File: src/rtl/pll_lock_supervisor_if.sv
// pll_lock_supervisor_if: PLL control/status bundle between the supervisor (master)
// and the PLL wrapper / reset distribution side (slave).
interface pll_lock_supervisor_if #(
   parameter int unsigned NUM_CH = 2,
   parameter int unsigned CNT_W  = 8
);
   logic              pll_locked;
   logic              lost_clr;
   logic              pll_resetb;
   logic              sys_resetb;
   logic [NUM_CH-1:0] ce;
   logic              lock_lost;
   logic [CNT_W-1:0]  loss_count;
   logic [2:0]        state;

   modport master (
      input  pll_locked, lost_clr,
      output pll_resetb, sys_resetb, ce, lock_lost, loss_count, state
   );

   modport slave (
      output pll_locked, lost_clr,
      input  pll_resetb, sys_resetb, ce, lock_lost, loss_count, state
   );
endinterface

File: src/rtl/pll_lock_supervisor.sv
// pll_lock_supervisor: sequences PLL RESETB, qualifies LOCK, releases the system reset
// after stable lock, recovers from lock loss and generates divided tick strobes.
// Optional feature macro: PLL_LOSS_COUNT_EN (saturating lock-loss counter).
module pll_lock_supervisor #(
   parameter int unsigned             NUM_CH       = 2,
   parameter int unsigned             DIV_W        = 25,
   parameter logic [NUM_CH*DIV_W-1:0] CH_DIV       = {25'd24000000, 25'd24000},
   parameter int unsigned             PLL_RST_CYC  = 16,
   parameter int unsigned             LOCK_STABLE  = 1024,
   parameter int unsigned             LOCK_TIMEOUT = 65536,
   parameter int unsigned             CNT_W        = 8
) (
   input logic                   clock_in,
   input logic                   resetb,
   pll_lock_supervisor_if.master bus
);
   localparam logic [2:0] ST_PLL_RST   = 3'd0;
   localparam logic [2:0] ST_WAIT_LOCK = 3'd1;
   localparam logic [2:0] ST_STABLE    = 3'd2;
   localparam logic [2:0] ST_RUN       = 3'd3;
   localparam logic [2:0] ST_FAULT     = 3'd4;

   localparam int unsigned MAX_A   = (PLL_RST_CYC > LOCK_STABLE) ? PLL_RST_CYC : LOCK_STABLE;
   localparam int unsigned TMR_MAX = (MAX_A > LOCK_TIMEOUT) ? MAX_A : LOCK_TIMEOUT;
   localparam int unsigned TMR_W   = $clog2(TMR_MAX + 1);

   logic [2:0]                    state_q, state_d;
   logic [TMR_W-1:0]              tmr_q, tmr_d;
   logic [1:0]                    sync_q, sync_d;
   logic                          pll_resetb_q, pll_resetb_d;
   logic                          sys_resetb_q, sys_resetb_d;
   logic                          lock_lost_q, lock_lost_d;
   logic [NUM_CH-1:0]             ce_q, ce_d;
   logic [NUM_CH-1:0][DIV_W-1:0]  dcnt_q, dcnt_d;
   logic                          locked_s;

   function automatic logic [DIV_W-1:0] ch_div(input int unsigned i);
      return CH_DIV[i*DIV_W +: DIV_W];
   endfunction

   assign locked_s = sync_q[1];

   // Lock synchroniser, FSM next state and the shared phase timer
   always_comb begin
      sync_d  = {sync_q[0], bus.pll_locked};
      state_d = state_q;
      tmr_d   = tmr_q + TMR_W'(1);
      case (state_q)
         ST_PLL_RST: begin
            if (tmr_q == TMR_W'(PLL_RST_CYC - 1)) state_d = ST_WAIT_LOCK;
         end
         ST_WAIT_LOCK: begin
            if (locked_s)                              state_d = ST_STABLE;
            else if (tmr_q == TMR_W'(LOCK_TIMEOUT - 1)) state_d = ST_PLL_RST;
         end
         ST_STABLE: begin
            if (!locked_s)                             state_d = ST_WAIT_LOCK;
            else if (tmr_q == TMR_W'(LOCK_STABLE - 1)) state_d = ST_RUN;
         end
         ST_RUN: begin
            tmr_d = '0;
            if (!locked_s) state_d = ST_FAULT;
         end
         ST_FAULT: begin
            tmr_d   = '0;
            state_d = ST_PLL_RST;
         end
         default: begin
            state_d = ST_PLL_RST;
         end
      endcase
      if (state_d != state_q) tmr_d = '0;
   end

   // Registered outputs decoded from the next state; sticky loss flag where set beats clear
   always_comb begin
      pll_resetb_d = (state_d != ST_PLL_RST);
      sys_resetb_d = (state_d == ST_RUN);
      lock_lost_d  = (state_d == ST_FAULT) || (state_q == ST_FAULT) ||
                     (lock_lost_q && !bus.lost_clr);
   end

   // Tick dividers: count RUN cycles 1..DIV and strobe on DIV; idle outside RUN
   always_comb begin
      dcnt_d = '0;
      ce_d   = '0;
      for (int unsigned i = 0; i < NUM_CH; i++) begin
         if (state_d == ST_RUN) begin
            if (ch_div(i) <= DIV_W'(1)) begin
               ce_d[i] = 1'b1;
            end else begin
               if ((state_q != ST_RUN) || (dcnt_q[i] == ch_div(i))) dcnt_d[i] = DIV_W'(1);
               else                                                 dcnt_d[i] = dcnt_q[i] + DIV_W'(1);
               ce_d[i] = (dcnt_d[i] == ch_div(i));
            end
         end
      end
   end

   // State and output registers with synchronous active-low reset
   always_ff @(posedge clock_in) begin
      if (!resetb) begin
         state_q      <= ST_PLL_RST;
         tmr_q        <= '0;
         sync_q       <= '0;
         pll_resetb_q <= 1'b0;
         sys_resetb_q <= 1'b0;
         lock_lost_q  <= 1'b0;
         ce_q         <= '0;
         dcnt_q       <= '0;
      end else begin
         state_q      <= state_d;
         tmr_q        <= tmr_d;
         sync_q       <= sync_d;
         pll_resetb_q <= pll_resetb_d;
         sys_resetb_q <= sys_resetb_d;
         lock_lost_q  <= lock_lost_d;
         ce_q         <= ce_d;
         dcnt_q       <= dcnt_d;
      end
   end

`ifdef PLL_LOSS_COUNT_EN
   logic [CNT_W-1:0] loss_count_q, loss_count_d;

   // Saturating count of lock losses, bumped on FAULT entry
   always_comb begin
      loss_count_d = loss_count_q;
      if ((state_d == ST_FAULT) && (loss_count_q != '1)) loss_count_d = loss_count_q + CNT_W'(1);
   end

   // Loss counter register
   always_ff @(posedge clock_in) begin
      if (!resetb) loss_count_q <= '0;
      else         loss_count_q <= loss_count_d;
   end

   assign bus.loss_count = loss_count_q;
`else
   assign bus.loss_count = CNT_W'(0);
`endif

   assign bus.state      = state_q;
   assign bus.pll_resetb = pll_resetb_q;
   assign bus.sys_resetb = sys_resetb_q;
   assign bus.lock_lost  = lock_lost_q;
   assign bus.ce         = ce_q;
endmodule

File: src/flat_wrapper.sv
// flat-port wrapper written by rule: the top's interface ports become plain ports
module pll_lock_supervisor_flat 
#(
   parameter int unsigned             NUM_CH       = 2,
   parameter int unsigned             DIV_W        = 25,
   parameter logic [NUM_CH*DIV_W-1:0] CH_DIV       = {25'd24000000, 25'd24000},
   parameter int unsigned             PLL_RST_CYC  = 16,
   parameter int unsigned             LOCK_STABLE  = 1024,
   parameter int unsigned             LOCK_TIMEOUT = 65536,
   parameter int unsigned             CNT_W        = 8
)
  (clock_in, resetb, bus_pll_locked, bus_lost_clr, bus_pll_resetb, bus_sys_resetb, bus_ce, bus_lock_lost, bus_loss_count, bus_state);
  pll_lock_supervisor_if #(.NUM_CH(NUM_CH), .CNT_W(CNT_W)) bus_i ();
  input logic clock_in;
  input logic resetb;
  input wire logic [$bits(bus_i.pll_locked)-1:0] bus_pll_locked;
  input wire logic [$bits(bus_i.lost_clr)-1:0] bus_lost_clr;
  output wire logic [$bits(bus_i.pll_resetb)-1:0] bus_pll_resetb;
  output wire logic [$bits(bus_i.sys_resetb)-1:0] bus_sys_resetb;
  output wire logic [$bits(bus_i.ce)-1:0] bus_ce;
  output wire logic [$bits(bus_i.lock_lost)-1:0] bus_lock_lost;
  output wire logic [$bits(bus_i.loss_count)-1:0] bus_loss_count;
  output wire logic [$bits(bus_i.state)-1:0] bus_state;
  assign bus_i.pll_locked = bus_pll_locked;
  assign bus_i.lost_clr = bus_lost_clr;
  assign bus_pll_resetb = bus_i.pll_resetb;
  assign bus_sys_resetb = bus_i.sys_resetb;
  assign bus_ce = bus_i.ce;
  assign bus_lock_lost = bus_i.lock_lost;
  assign bus_loss_count = bus_i.loss_count;
  assign bus_state = bus_i.state;
  pll_lock_supervisor #(.NUM_CH(NUM_CH), .DIV_W(DIV_W), .CH_DIV(CH_DIV), .PLL_RST_CYC(PLL_RST_CYC), .LOCK_STABLE(LOCK_STABLE), .LOCK_TIMEOUT(LOCK_TIMEOUT), .CNT_W(CNT_W)) u_core (.clock_in(clock_in), .resetb(resetb), .bus(bus_i));
endmodule
File: config.mk
export PLATFORM = sky130hd
export DESIGN_NAME = pll_lock_supervisor_flat
export DESIGN_NICKNAME = d
export VERILOG_FILES = /design/src/rtl/pll_lock_supervisor_if.sv /design/src/rtl/pll_lock_supervisor.sv /design/src/flat_wrapper.sv
export SDC_FILE = /design/constraint.sdc
export NUM_CORES = 1
export LEC_CHECK = 0
export ABC_AREA = 1
export CORE_MARGIN = 2
export CORE_UTILIZATION = 61
export CTS_CLUSTER_SIZE = 40
export DETAILED_ROUTE_END_ITERATION = 16
export PLACE_DENSITY = 0.86
export SYNTH_ARGS = -nofsm -noshare
export SYNTH_HDL_FRONTEND = slang
export SYNTH_SLANG_ARGS = --single-unit
File: constraint.sdc
create_clock -name clock_in -period 3.79 [get_ports clock_in]
set_clock_uncertainty 0.2 [all_clocks]
set_input_delay 0.758 -clock clock_in [delete_from_list [all_inputs] [get_ports clock_in]]
set_output_delay 0.758 -clock clock_in [all_outputs]
set_load 0.01 [all_outputs]
==> metrics.md, run 1 <==
| Metric | Value |
|---|---|
| CTS H-Tree Depth | `3` |
| TritonRoute pass-1 iters | `5` |
| CORE AREA | `7210 um^2` |
| Sw Share | `0.224` |
| Yosys warns | `0` |
| Final Max Slew Viols | `0` |
| Clk pwr share | `0.440` |
| Flops & latches, synth | `77` |
| Final min period | `approximately 3.0 ns` |
| IO buf count | `11` |
| GRT Util Overall | `0.251` |
| Die Ht | `between 80 and 90 um` |
| Detailed Route WL | `approximately 9600 um` |
| Antenna cells | `0` |
| Crit Path Category | `reg2reg` |
| Initial antenna violation count | `0` |
| Num rows | `31` |
| Routed Antenna Nets | `0` |
| Synth cell types | `36` |
| First-pass GRT wire length | `between 15000 and 20000 um` |
| Synth Instances | `between 600 and 700` |
| Nets@finish | `692` |
| Tcrit/Tclk final | `0.795` |
| Die span in x | `about 90 um` |
| Die ar. | `just over 8000 um^2` |
| Crit start category | `flip-flop` |
| Arr. time, crit path | `around 3.1 ns` |
| Fmax | `332 MHz` |
| Net load switching power | `between 0.0003 and 0.0004 W` |
| Seq/Total Area, Yosys | `0.343` |
| CTS root buffer | `clkbuf_8` |
| Cell Int Power | `approximately 0.0012 W` |
| Vias | `between 4k and 5k` |
| Vias per cell | `around 5.2` |
| Drt drc | `0` |
| DP HPWL | `around 7200 um` |
| Pwr/cell area | `roughly 320 nW/um^2` |
| Final setup TNS | `0 ns` |
| Finished Layout Cells | `just under 800` |
| Outcome | `completed` |
| Layout area overhead | `8.10%` |
| Area taken by flip-flops and latches | `between 1500 and 2000 um^2` |
| WL per Instance | `between 10 and 15 um` |
| Worst-Skew Late Latency | `0.36 ns` |
| Num CTS Buffers | `9` |
| Crit end category | `flip-flop` |
| Io pins | `20` |
| Filler cell count | `between 600 and 700` |
| RSZ-0062 raised after global routing | `no` |
| Sequential share of power | `0.530` |
| Clock Sinks | `77` |
| Combinational Power Share | `0.030` |
| Worst-path clk slew | `0.08 ns` |
| VDD IR-drop max | `approximately 0.00024 V` |
| Grt ovf | `0` |
| Critical Path RT | `~3.8 ns` |
| CP max FO | `26` |
| Number of global-route vias before repair | `about 3.8k` |
| Multi-input gate area | `about 2600 um^2` |
| Endpoints failing hold | `0` |
| Max cap viols | `0` |
| DR iter-0 viols | `297` |
| Final setup fails | `0` |
| Layout cells sized above 1 | `0.108` |
| Postcts setup bufs | `0` |
| CTS tree | `yes` |
| Gpl congestion | `approximately 0.96` |
| Pin count of the biggest net entering global routing | `27` |
| Hold_buf cts | `0` |
| Initial Utilization | `0.623` |
| PostCTS Resize Cnt | `0` |
| Avg Cell Area, Syn | `6.74 um^2` |
| Leak pwr | `about 1.8 nW` |
| Post-Syn Area | `approximately 4500 um^2` |
| Hold WC Path Type | `reg2reg` |
| Placed Cells incl. Taps | `a little under 800` |
| Clock tree buffer depth | `2` |
## per-stage QoR
stage                     utilization  area [um^2]  hold slack [ns]  worst slack (ns)  total power [W]
after floorplan                     -         4520            0.190              1.16         0.000883
after global placement          0.644         4650            0.193             0.910         0.000882
after detailed placement        0.644         4650            0.207             0.799         0.000884
after CTS                       0.674         4860            0.225             0.774          0.00155
after global routing            0.674         4860            0.290             0.422          0.00160
final                           0.674         4860            0.220             0.779          0.00154
## state kept, by name, indices dropped and copies added, names as in the netlist
| register | count |
|---|---|
| u_core.sync_q | 2 |
| u_core.tmr_q | 17 |
| u_core.bus.lock_lost | 1 |
| u_core.bus.sys_resetb | 1 |
| u_core.dcnt_q | 50 |
| u_core.bus.ce | 2 |
| u_core.bus.state | 3 |
| u_core.bus.pll_resetb | 1 |
## cell usage in the layout (no fill, tap or decap), types with 6 or more instances in the layout
cell / netlist / final
nand2_1: 154 / 154
nor2_1: 145 / 145
dfxtp_1: 77 / 77
inv_1: 74 / 74
nand3_1: 53 / 53
xor2_1: 19 / 19
nor2_4: 17 / 17
nor3_1: 16 / 16
nor2_2: 13 / 13
clkdlybuf4s50_1: 0 / 11
nand2_2: 10 / 10
a21oi_1: 9 / 9
clkbuf_8: 0 / 9
conb_1: 1 / 8
xnor2_1: 7 / 7
nand4_1: 7 / 7
o21bai_1: 6 / 6
ha_1: 6 / 6
## cells by family (layout without fill, tap and decap cells)
family | Yosys count | in the layout | share of synthesized area
compound gates | 27 | 27 | 0.0359
xor+xnor | 26 | 26 | 0.0506
fa+ha+maj | 6 | 6 | 0.0167
buf+inv | 94 | 107 | 0.0924
flops | 77 | 77 | 0.343
other cells | 1 | 8 | 0.000834
simple gates | 436 | 436 | 0.461
## final cells by class
type | instances | share of cell area
Tap cell | 99 | 0.0255
Clock inverter | 6 | 0.0180
Clock buffer | 10 | 0.0263
Timing Repair Buffer | 11 | 0.0227
Sequential cell | 77 | 0.317
Multi-Input combinational cell | 503 | 0.528
Inverter | 80 | 0.0625
## Yosys cell counts
library cell  instances  area, um^2
conb_1                1        3.75
a31oi_1               3        18.8
xor2_1               19         166
nand3_2               4        40.0
o21bai_1              6        45.0
nand3b_1              4        30.0
nor3b_1               1        7.51
nand2_4               5        56.3
buf_6                 1        11.3
inv_4                 1        6.26
clkinv_2              1        5.00
o2111ai_1             1        8.76
ha_1                  6        75.1
nor2_8                1        20.0
nor2_1              145         544
o21ai_1               3        15.0
nand3_4               3        52.6
nor2_2               13        81.3
nand2_1             154         578
nor2_4               17         191
a21oi_1               9        45.0
buf_4                 8        60.1
nor4_1                1        6.26
o21ai_0               4        20.0
nand2_2              10        62.6
nor3_1               16        80.1
nand4_1               7        43.8
dfxtp_1              77        1540
xnor2_1               7        61.3
buf_12                1        20.0
nand3_1              53         265
and2_1                2        12.5
inv_2                 4        15.0
buf_2                 4        20.0
inv_1                74         278
a41oi_1               1        8.76
## worst max-delay path: stages (launching register included)
cell,delay (ns)
dfxtp_1,0.40
ha_1,0.20
nand2_1,0.06
inv_1,0.07
nand2_2,0.08
nor2_4,0.12
nand2_1,0.09
nor3_1,0.25
nor3b_1,0.23
ha_1,0.16
o21ai_0,0.08
o21ai_1,0.14
nand3_4,0.15
nand2_4,0.29
inv_4,0.08
nand2_4,0.19
nor2_1,0.07
## power by group through the flow
stage               Sequential [W]  Clock (W)  Combinational [W]
floorplan                 0.000837          0          0.0000457
finish                    0.000818   0.000680          0.0000464
global placement          0.000837          0          0.0000449
CTS                       0.000818   0.000686          0.0000467
global route              0.000819   0.000730          0.0000512
detailed placement        0.000837          0          0.0000463
## metal layers
| layer | part of all wire | global-route usage | vias up |
|---|---|---|---|
| li1 | - | - | 2086 |
| met2 | 0.47 | 0.409 | 114 |
| met5 | 0 | 0 | - |
| met1 | 0.46 | 0.336 | 1886 |
| met4 | 0.017 | 0.0923 | 0 |
| met3 | 0.055 | 0.0453 | 17 |
## final timing paths
check	endpoint	startpoint	slack [ns]	cells past startpoint
setup / recovery	u_core.dcnt_q[38]$_SDFF_PN0_	u_core.tmr_q[0]$_SDFF_PP0_	0.78	16
hold / removal	u_core.sync_q[1]$_SDFF_PN0_	u_core.sync_q[0]$_SDFF_PN0_	0.22	2
setup reg to reg	u_core.dcnt_q[38]$_SDFF_PN0_	u_core.tmr_q[0]$_SDFF_PP0_	0.78	16
hold reg to reg	u_core.sync_q[1]$_SDFF_PN0_	u_core.sync_q[0]$_SDFF_PN0_	0.22	2
Note: power is estimated with default switching activity, not from simulation.
==> run 2, diff against run 1 <==
Clock period 3.79 ns to 2.8 ns, I/O delays scaled along.
==> metrics.md, run 2 (synthesis results as in run 1) <==
| Metric | Value |
|---|---|
| Outcome | `completed` |
| Worst-Skew Late Latency | `0.35 ns (about the same)` |
| Routed Antenna Nets | `0 (unchanged)` |
| Tcrit/Tclk final | `0.988 (+0.193)` |
| Placed Cells incl. Taps | `778 (+1.0%)` |
| Nets@finish | `708 (+2.3%)` |
| Fmax | `362 MHz (+8.9%)` |
| Worst-path cell chain | `ha_4, nand2_2, inv_2, nand2_4, nor2_4, nand2_2, nor3_2, nor3b_2, ha_2, o21ai_1, o21ai_2, nand3_4, nand2_4, nand2_4, nand3_4, clkbuf_16, nor2_4` |
| Hold WC Path Type | `reg2reg` |
| Finished Layout Cells | `802 (+2.0%)` |
| Slowest cell on crit path | `dfxtp_2` |
| Vias | `4208 (+2.6%)` |
| Commonest non-fill, non-tap cell in the layout | `nand2_1` |
| CORE AREA | `7210 um^2 (unchanged)` |
| Largest reg by FF count | `u_core.dcnt_q` |
| Crit start category | `flip-flop` |
| Most frequent CP cell | `nand2_4` |
| DP HPWL | `7380 um (+2.0%)` |
| Die Ht | `89.9 um (unchanged)` |
| Dpl cell area | `4720 um^2 (+1.6%)` |
| Drt drc | `0 (unchanged)` |
| DR iter-0 viols | `341 (+15%)` |
| Commonest non-fill, non-tap cells in the layout | `nand2_1, nor2_1, inv_1, dfxtp_1, nand3_1` |
| Max cap viols | `0 (unchanged)` |
| WL per Instance | `12.7 um (+3.3%)` |
| Arr. time, crit path | `2.81 ns (-0.24 ns)` |
| Layout cells sized above 1 | `0.142 (+0.0345)` |
| First-pass GRT wire length | `16900 um (+0.70%)` |
| VDD IR-drop max | `0.000278 V (+14%)` |
| Pin count of the biggest net entering global routing | `16 (-41%)` |
| Critical path's largest stage delay | `0.36 ns (-0.04 ns)` |
| Leak pwr | `1.93 nW (+5.0%)` |
| IO buf count | `11 (unchanged)` |
| Number of global-route vias before repair | `3985 (+4.8%)` |
| Pwr/cell area | `418 nW/um^2 (+32%)` |
| Initial antenna violation count | `0 (unchanged)` |
| Final Max Slew Viols | `0 (unchanged)` |
| Final setup fails | `0 (unchanged)` |
| Worst-path clk slew | `0.08 ns (about the same)` |
| Fin worst setup slack | `0.0346 ns (-0.744 ns)` |
| CTS root buffer | `clkbuf_8` |
| CTS tree | `yes` |
| Critical Path RT | `2.85 ns (-0.98 ns)` |
| FF-to-FF Start | `u_core.tmr_q[1]$_SDFF_PP0_` |
| Num rows | `31 (unchanged)` |
| Crit. Startpoint | `u_core.tmr_q[1]$_SDFF_PP0_` |
| Io pins | `20 (unchanged)` |
| Final setup TNS | `0 ns (unchanged)` |
| TritonRoute pass-1 iters | `5 (unchanged)` |
| Antenna cells | `0 (unchanged)` |
| CP max FO | `7 (-73%)` |
| Worst hold slack | `0.226 ns (+0.00554 ns)` |
| Die ar. | `8070 um^2 (unchanged)` |
| CTS H-Tree Depth | `3 (unchanged)` |
| Grt ovf | `0 (unchanged)` |
| Die span in x | `89.9 um (unchanged)` |
| Final non-filler cell area | `5060 um^2 (+4.1%)` |
| Num CTS Buffers | `9 (unchanged)` |
| Max FFs per register | `50 (unchanged)` |
| Clock tree buffer depth | `2 (unchanged)` |
| Detailed Route WL | `10200 um (+5.4%)` |
| Initial Utilization | `0.623 (unchanged)` |
| Gpl congestion | `0.895 (-6.9%)` |
| Endpoints failing hold | `0 (unchanged)` |
| Hold path start | `u_core.sync_q[0]$_SDFF_PN0_` |
| Crit end category | `flip-flop` |
| Clock Sinks | `77 (unchanged)` |
| Crit Path Category | `reg2reg` |
| DP Worst Slack | `0.0631 ns (-0.736 ns)` |
| Vias per cell | `5.25 (+0.51%)` |
| Layout area overhead | `12.5%` |
| Final min period | `2.77 ns (-0.246 ns)` |
| GRT Util Overall | `0.250 (-0.000804)` |
## run 2: cell types whose count changed in the layout (fill, tap and decap cells not counted), moves of 2 or more
cell	change
clkbuf_1	+2
buf_4	+13
dfxtp_2	+4
ha_1	-2
nand2_1	-2
clkinvlp_4	-2
dfxtp_1	-4
## run 2: final timing paths
| check | to | slack, ns | cells past startpoint |
|---|---|---|---|
| min | u_core.sync_q[1]$_SDFF_PN0_ | 0.23 | 2 |
| min reg2reg | u_core.sync_q[1]$_SDFF_PN0_ | 0.23 | 2 |
| max | u_core.tmr_q[12]$_SDFF_PP0_ | 0.03 | 17 |
| max reg2reg | u_core.tmr_q[12]$_SDFF_PP0_ | 0.03 | 17 |
## run 2: where the power goes
| part | internal (W) | switching [W] |
|---|---|---|
| combinational | 0.0000470 | 0.0000523 |
| clock | 0.000502 | 0.000405 |
| sequential | 0.00110 | 0.00000727 |
| total | 0.00165 | 0.000465 |
## run 2: area by class of cell
class                           count  area, um^2
Clock buffer                       12         135
Clock inverter                      4        72.6
Fill cell                         611        2150
Inverter                           80         304
Multi-Input combinational cell    503        2610
Sequential cell                    77        1550
Tap cell                           99         124
Timing Repair Buffer               27         264
## run 2: critical path, delay by kind of cell (launching register included)
family | cells | cell delay (ns)
AOI/OAI and AO/OA | 2 | 0.21
adders and majority gates | 2 | 0.32
buffers and inverters | 2 | 0.26
DFF | 1 | 0.36
and+or+nand+nor | 11 | 1.31
## run 2: per-layer routing
metal / routed length (um) / global-route usage / up-vias / share of wire
met5: 0 / 0 / - / 0
met4: 188 / 0.105 / 0 / 0.019
met3: 470 / 0.0344 / 19 / 0.046
met2: 4920 / 0.427 / 115 / 0.48
met1: 4580 / 0.319 / 1952 / 0.45
li1: - / - / 2122 / -
## run 2: stage by stage
step / total power [W] / util
after global placement: 0.00120 / 0.654
after CTS: 0.00210 / 0.683
after floorplan: 0.00120 / -
final: 0.00212 / 0.701
after global routing: 0.00218 / 0.701
after detailed placement: 0.00121 / 0.654
## run 2: timing repair
action | in CTS | in global routing
hold buffers | 0 | 0
endpoints found under the setup margin | 0 | 71
resized for setup | 0 | 17
setup buffers | 0 | 7
hold endpoints to repair | 0 | 0
==> run 3, diff against run 2 <==
Settings changed: SKIP_CTS_REPAIR_TIMING set to 1.
==> results of run 3 <==
Final layout, timing and power as in run 2 (identical DEF).
